### config.mk
export PLATFORM = sky130hd
export DESIGN_NAME = bus_arbiter
export DESIGN_NICKNAME = d
export VERILOG_FILES = /design/src/rtl/bus_arbiter_pkg.sv /design/src/rtl/bus_master_mux.sv /design/src/rtl/bus_arbiter.sv
export SDC_FILE = /design/constraint.sdc
export NUM_CORES = 1
export LEC_CHECK = 0
export CORE_AREA = 3 3 126 128
export CTS_BUF_LIST = sky130_fd_sc_hd__clkbuf_8 sky130_fd_sc_hd__clkbuf_16
export DETAILED_ROUTE_END_ITERATION = 12
export DIE_AREA = 0 0 129 131
export PLACE_DENSITY_LB_ADDON = 0.12
export SYNTH_ARGS = -nofsm -noshare
export SYNTH_HDL_FRONTEND = slang
export SYNTH_HIERARCHICAL = 1
export SYNTH_SLANG_ARGS = --single-unit
### constraint.sdc
create_clock -name clk -period 3.2 [get_ports clk]
set_input_delay 0.8 -clock clk [delete_from_list [all_inputs] [get_ports clk]]
set_output_delay 0.8 -clock clk [all_outputs]
set_load 0.01 [all_outputs]
### src/rtl/bus_arbiter_pkg.sv
// rtl/bus_arbiter_pkg.sv - shared bus arbitration constants, owner type and rotation helper
package bus_arbiter_pkg;

  localparam int BUS_MASTER_CH = 4;

  localparam logic ENABLE_  = 1'b0;
  localparam logic DISABLE_ = 1'b1;
  localparam logic READ     = 1'b1;
  localparam logic WRITE    = 1'b0;

  typedef enum logic [1:0] {
    BUS_OWNER_MASTER_0 = 2'd0,
    BUS_OWNER_MASTER_1 = 2'd1,
    BUS_OWNER_MASTER_2 = 2'd2,
    BUS_OWNER_MASTER_3 = 2'd3
  } bus_owner_t;

  // First requester in order cur+1, cur+2, cur+3; keeps cur when nobody else asks.
  function automatic bus_owner_t next_owner(input bus_owner_t cur,
                                            input logic [BUS_MASTER_CH-1:0] req_n);
    logic [1:0] idx;
    next_owner = cur;
    for (int i = BUS_MASTER_CH - 1; i >= 1; i--) begin
      idx = 2'(cur) + 2'(i);
      if (req_n[idx] == ENABLE_) next_owner = bus_owner_t'(idx);
    end
  endfunction

endpackage

### src/rtl/bus_master_mux.sv
// rtl/bus_master_mux.sv - combinational 4:1 select of the owning master's request onto the slave side
module bus_master_mux
  import bus_arbiter_pkg::*;
#(
  parameter int ADDR_W = 30,
  parameter int DATA_W = 32
) (
  input  bus_owner_t        owner,
  input  logic [ADDR_W-1:0] addr    [BUS_MASTER_CH],
  input  logic              as_n    [BUS_MASTER_CH],
  input  logic              rw      [BUS_MASTER_CH],
  input  logic [DATA_W-1:0] wr_data [BUS_MASTER_CH],
  output logic [ADDR_W-1:0] s_addr,
  output logic              s_as_,
  output logic              s_rw,
  output logic [DATA_W-1:0] s_wr_data
);

  assign s_addr    = addr[owner];
  assign s_as_     = as_n[owner];
  assign s_rw      = rw[owner];
  assign s_wr_data = wr_data[owner];

endmodule

### src/rtl/bus_arbiter.sv
// rtl/bus_arbiter.sv - round-robin parking arbiter for four bus masters with slave-side mux
module bus_arbiter
  import bus_arbiter_pkg::*;
#(
  parameter int ADDR_W = 30,
  parameter int DATA_W = 32
) (
  input  logic              clk,
  input  logic              reset,
  input  logic              m0_req_,
  input  logic [ADDR_W-1:0] m0_addr,
  input  logic              m0_as_,
  input  logic              m0_rw,
  input  logic [DATA_W-1:0] m0_wr_data,
  output logic              m0_grnt_,
  input  logic              m1_req_,
  input  logic [ADDR_W-1:0] m1_addr,
  input  logic              m1_as_,
  input  logic              m1_rw,
  input  logic [DATA_W-1:0] m1_wr_data,
  output logic              m1_grnt_,
  input  logic              m2_req_,
  input  logic [ADDR_W-1:0] m2_addr,
  input  logic              m2_as_,
  input  logic              m2_rw,
  input  logic [DATA_W-1:0] m2_wr_data,
  output logic              m2_grnt_,
  input  logic              m3_req_,
  input  logic [ADDR_W-1:0] m3_addr,
  input  logic              m3_as_,
  input  logic              m3_rw,
  input  logic [DATA_W-1:0] m3_wr_data,
  output logic              m3_grnt_,
  output logic [ADDR_W-1:0] s_addr,
  output logic              s_as_,
  output logic              s_rw,
  output logic [DATA_W-1:0] s_wr_data
);

  bus_owner_t                owner, owner_nxt;
  logic [BUS_MASTER_CH-1:0]  grnt_n, grnt_n_nxt;
  logic [BUS_MASTER_CH-1:0]  req_n;

  logic [ADDR_W-1:0] addr_v    [BUS_MASTER_CH];
  logic              as_v      [BUS_MASTER_CH];
  logic              rw_v      [BUS_MASTER_CH];
  logic [DATA_W-1:0] wr_data_v [BUS_MASTER_CH];

  assign req_n = {m3_req_, m2_req_, m1_req_, m0_req_};

  assign addr_v[0] = m0_addr;    assign addr_v[1] = m1_addr;
  assign addr_v[2] = m2_addr;    assign addr_v[3] = m3_addr;
  assign as_v[0]   = m0_as_;     assign as_v[1]   = m1_as_;
  assign as_v[2]   = m2_as_;     assign as_v[3]   = m3_as_;
  assign rw_v[0]   = m0_rw;      assign rw_v[1]   = m1_rw;
  assign rw_v[2]   = m2_rw;      assign rw_v[3]   = m3_rw;
  assign wr_data_v[0] = m0_wr_data;  assign wr_data_v[1] = m1_wr_data;
  assign wr_data_v[2] = m2_wr_data;  assign wr_data_v[3] = m3_wr_data;

  // Grants are flopped alongside the owner so they come straight from registers.
  always_ff @(posedge clk or posedge reset) begin
    if (reset) begin
      owner  <= BUS_OWNER_MASTER_0;
      grnt_n <= 4'b1110;
    end else begin
      owner  <= owner_nxt;
      grnt_n <= grnt_n_nxt;
    end
  end

  always_comb begin
    owner_nxt = owner;
    if (req_n[owner] == DISABLE_) owner_nxt = next_owner(owner, req_n);
    grnt_n_nxt = {BUS_MASTER_CH{DISABLE_}};
    grnt_n_nxt[owner_nxt] = ENABLE_;
  end

  assign {m3_grnt_, m2_grnt_, m1_grnt_, m0_grnt_} = grnt_n;

  bus_master_mux #(
    .ADDR_W (ADDR_W),
    .DATA_W (DATA_W)
  ) u_mux (
    .owner     (owner),
    .addr      (addr_v),
    .as_n      (as_v),
    .rw        (rw_v),
    .wr_data   (wr_data_v),
    .s_addr    (s_addr),
    .s_as_     (s_as_),
    .s_rw      (s_rw),
    .s_wr_data (s_wr_data)
  );

endmodule

==> results of run 1 <==
-- report_power, final --
group	switching [W]	internal, W	total [W]
logic	0.000649	0.00126	0.00191
registers	0.0000913	0.000105	0.000196
clock network	0.0000437	0.000162	0.000206
total	0.000784	0.00153	0.00231
-- metrics by stage --
stage	cells	power (W)	util (%)
finish	638	0.00231	37.4
global route	638	0.00244	37.4
CTS	638	0.00236	37.4
detailed placement	634	0.00214	36.9
global placement	634	0.00214	36.9
floorplan	129	0.00111	-
-- Yosys cell counts (all sizes together) --
| cell type | number | area share [%] |
|---|---|---|
| a211oi | 1 | 0.61 |
| nor2 | 3 | 0.55 |
| clkbuf | 2 | 0.43 |
| o21bai | 1 | 0.37 |
| a221oi | 1 | 0.43 |
| a2bb2oi | 1 | 0.43 |
| o21ai | 8 | 2.0 |
| nor2b | 1 | 0.31 |
| inv | 1 | 0.18 |
| nor3 | 1 | 0.24 |
| nand3b | 1 | 0.37 |
| nand2 | 6 | 1.1 |
| dfstp | 3 | 3.9 |
| a211o | 1 | 0.43 |
| dfrtp | 3 | 3.7 |
| nand3 | 1 | 0.24 |
| buf | 18 | 9.1 |
| mux4 | 64 | 71 |
| and4b | 2 | 0.98 |
| o2bb2ai | 1 | 0.43 |
| nor4bb | 1 | 0.49 |
| nand2b | 1 | 0.31 |
| o21a | 2 | 0.73 |
| or3 | 1 | 0.31 |
| a31oi | 3 | 0.92 |
| o22ai | 1 | 0.31 |
-- final timing paths --
kind / startpoint / to / slack, ps / depth (start not counted)
worst min register to register: owner[1]$_DFF_PP0_ / grnt_n[2]$_DFF_PP1_ / 1060 / 2
worst min-delay path: reset / owner[0]$_DFF_PP0_ / 800 / 2
worst max register to register: owner[0]$_DFF_PP0_ / grnt_n[2]$_DFF_PP1_ / 1460 / 4
max in group asynchronous: reset / grnt_n[3]$_DFF_PP1_ / 2140 / 2
min in group clk: owner[1]$_DFF_PP0_ / grnt_n[2]$_DFF_PP1_ / 1060 / 2
worst max-delay path: m3_wr_data[12] / s_wr_data[12] / 90 / 3
-- critical path, cell delays in order --
cell and delay, ps:
clkdlybuf4s50_1 460, mux4_2 540, clkdlybuf4s50_1 510
-- cell type report --
class                      count  area, um2  area share [%]
clock inverter                 1       3.75          0.0670
inverter                       1       3.75          0.0670
clock buffer                   3       75.1            1.34
sequential                     6        161            2.88
timing repair buffer         337       3430            61.2
tap                          188        235            4.20
multi-input combinational    102       1690            30.2
-- logic make-up (layout without fill, tap and decap cells) --
kind of cell	after synthesis	after routing	synth area share [%]
multiplexers	64	64	71.2
buffers and inverters	21	342	9.73
AO/OA/AOI/OAI	20	20	6.61
flip-flops	6	6	7.53
AND/OR/NAND/NOR	18	18	4.90
-- metal layers --
metal  track usage, %  vias up  wire length [um]
met5                0        -                13
met4             3.09        2               208
met3             3.94       12              1260
met2             28.7      170              7940
met1             18.2     1354              5200
li1                 -     1245                 -
-- registers in the layout, indices dropped and copies added (netlist names) --
signal and count:
owner 2, grnt_n 4
==> results.toml, run 1 <==
[clock_network]
post_cts_buffers = 0
clk_path_buf_depth = 2
ctsRootBufferMaster = "clkbuf_16"
clk_latency_ps = 230
cts_buffers = 3
cts_tree = "yes"
htreeDepth = 1
cts_hold_buf = 0
ctsResizeCount = 0
cts.sink_count = 6
path_clk_slew_ps = 30

[layout]
most-common-layout-cells = "329 x clkdlybuf4s50_1, 60 x mux4_2, 8 x o21ai_0"
synthToLayoutAreaGrowth_pct = 174
n_antenna_cell = 0
layout.nets = 713
nFillCells = 1473
fin_area_um2 = 5600
layout-drive-gt1-share_pct = 17.1
final_common_cell = "clkdlybuf4s50_1"

[sta]
rsz0062_at_grt = "false"
setup-violations-final = 0
min_period_ps = 3110
hold_slack_ps = 798
finalHoldViolations = 0
fin_ws_ps = 94.0
fmax_ghz = 0.322
finalClockSkew_ps = 1.75
worstMarginPinSlew_ps = 476
slew_headroom_pct = 68.3
tns_ps = 0
period_share_pct = 97.1
finalMaxSlewViolations = 0

[outcome]
status = "finished clean"

[synthesis]
avgSynthCellArea_um2 = 15.8
ys_types = 30
syn_inst = 129
ys_seq_elements = 6
ys_warn_count = 6
netlist_area_um2 = 2040
ys_seq_area_share_pct = 7.53
syn-num-nets = 391

[global_routing]
grtUsageTotal_pct = 15.5
grt_pass1_vias = 2966
grt_overflow = 0
grt_pass1_wl_um = 19600
grt_max_degree = 33
antenna_found_initial = 1

[detailed_routing]
ant_nets = 0
route.detailed.drc = 0
routed_via_density = 4.36
routedWlPerCell_um = 22.9
dr.pass1.iters = 4
drt-total-wl_um = 14600
drtIter0Drc = 80
dr_total_vias = 2783

[floorplanning]
die_height_um = 131
row_count = 45
start_util_pct = 13.7
io_pins = 330
core_um2 = 15000
die_area_um2 = 16900
die_w_um = 129

[place]
numPortBuffers = 329
dpl_cell_area_um2 = 5520
dpl.hpwl_um = 12900
routabilityCongestion = 0.850
place_ws_ps = 77.7

[critical_path]
worstPathRequired_ps = 2400
start_kind = "input port"
path_max_fanout = 1
arrival_ps = 2310
cp-end-kind = "primary output"
path_class = "input port to primary output"

[flow_run]
cap_viol_max_count = 0

[power]
peakVddDrop_mv = 0.211
power_density_nw_per_um2 = 413
leakage_nw = 1.97

[min_path]
hold_class = "input port to async pin"
Note: power is estimated with default switching activity, not from simulation.
==> inputs of run 2 (changes only) <==
Settings changed: CELL_PAD_IN_SITES_DETAIL_PLACEMENT set to 0, CELL_PAD_IN_SITES_GLOBAL_PLACEMENT set to 1, CORE_AREA 3 3 126 128 to 3 3 128 130, DIE_AREA 0 0 129 131 to 0 0 131 133, PLACE_DENSITY set to 0.86, PLACE_DENSITY_LB_ADDON 0.12 to not set.
==> results.toml, run 2 (synthesis results as in run 1) <==
[outcome]
status = "finished clean"

[sta]
finalHoldViolations = 0
finalClockSkew_ps = 4.68
rsz0062_at_grt = "false"
hold_slack_ps = 780
setup-violations-final = 0
fmax_ghz = 0.315
tns_ps = 0
period_share_pct = 99.1
slew_headroom_pct = 67.8
min_period_ps = 3170
worstMarginPinSlew_ps = 484
finalMaxSlewViolations = 0

[global_routing]
grt_max_degree = 48
antenna_found_initial = 2
grtUsageTotal_pct = 15.3
grt_pass1_vias = 3104
grt_pass1_wl_um = 20100
grt_overflow = 0

[clock_network]
clk_path_buf_depth = 2
clk_latency_ps = 240
cts_buffers = 3
cts_hold_buf = 0
ctsRootBufferMaster = "clkbuf_16"
ctsResizeCount = 0
post_cts_buffers = 0
path_clk_slew_ps = 40
cts_tree = "yes"
cts.sink_count = 6
htreeDepth = 1

[power]
power_density_nw_per_um2 = 414
leakage_nw = 1.95
peakVddDrop_mv = 0.219

[layout]
layout-drive-gt1-share_pct = 16.7
top_regs = "grnt_n (4), owner (2)"
final_common_cell = "clkdlybuf4s50_1"
largest_reg_flops = 4
layout.nets = 711
most-common-layout-cells = "329 x clkdlybuf4s50_1, 60 x mux4_2, 8 x o21ai_0"
regMostFlops = "grnt_n"
synthToLayoutAreaGrowth_pct = 173

[critical_path]
arrival_ps = 2370
worstPathRequired_ps = 2400
path_class = "input port to primary output"
path_max_fanout = 1
cp-end-kind = "primary output"
reg2reg_slack_ps = 1610
start_kind = "input port"

[detailed_routing]
ant_nets = 0
route.detailed.drc = 0
dr.pass1.iters = 4
routed_via_density = 4.24
drtIter0Drc = 112
drt-total-wl_um = 14800
routedWlPerCell_um = 22.4
dr_total_vias = 2800

[floorplanning]
die_w_um = 131
die_area_um2 = 17400
core_um2 = 15300
start_util_pct = 13.4
row_count = 45
die_height_um = 133
io_pins = 330

[flow_run]
cap_viol_max_count = 0

[place]
routabilityCongestion = 0.920
numPortBuffers = 329
dpl.hpwl_um = 12700

[min_path]
hold_class = "input port to async pin"
==> run 2: cell count changes in the layout (fill, tap and decap cells not counted) <==
cell	before	now
buf_4	2	3
dfrtp_2	0	1
buf_12	6	3
dfrtp_4	2	1
diode_2	0	1
==> run 2: where the power goes <==
part           total (W)  internal, W  switching [W]
clock network   0.000214     0.000163      0.0000509
logic            0.00195      0.00123       0.000723
registers       0.000140     0.000103      0.0000370
==> run 2: layout make-up <==
type / count / area [um2]
diodes: 1 / 2.50
clock buffers: 3 / 75.1
clock inverters: 1 / 3.75
fillers: 1485 / 9680
inverters: 1 / 3.75
multi-input cells: 102 / 1690
flip-flops and latches: 6 / 159
well taps: 211 / 264
repair buffers: 335 / 3380
==> run 2: stage by stage <==
stage          instances  setup slack, ps  utilization, %  instance area [um2]  power, W
2_1_floorplan        129             1060               -                 2040   0.00111
3_3_place_gp         655             15.1            36.0                 5490   0.00208
3_5_place_dp         655             47.2            36.0                 5490   0.00209
4_1_cts              659             37.8            36.5                 5570   0.00233
5_1_grt              660             10.9            36.5                 5580   0.00241
6_report             660             30.0            36.5                 5580   0.00231
==> run 2: worst paths after layout <==
path	start	to	cells past startpoint
worst max-delay path	m1_wr_data[31]	s_wr_data[31]	3
worst min-delay path	reset	grnt_n[0]$_DFF_PP0_	2
worst max register to register	owner[1]$_DFF_PP0_	owner[0]$_DFF_PP0_	4
worst min register to register	owner[0]$_DFF_PP0_	grnt_n[3]$_DFF_PP1_	3
max in group asynchronous	reset	grnt_n[1]$_DFF_PP1_	2
min in group clk	owner[0]$_DFF_PP0_	grnt_n[3]$_DFF_PP1_	3
==> run 2: critical path, stage by stage <==
cell	delay [ps]
clkdlybuf4s50_1	470
mux4_1	550
clkdlybuf4s50_1	550
==> run 2: layer usage <==
metal | global-route usage [%] | share of wire [%] | vias up
met1 | 17.8 | 37 | 1395
met3 | 3.67 | 8.5 | 24
met5 | 0 | 0.088 | -
li1 | - | - | 1242
met4 | 4.00 | 2.0 | 2
met2 | 27.7 | 52 | 137
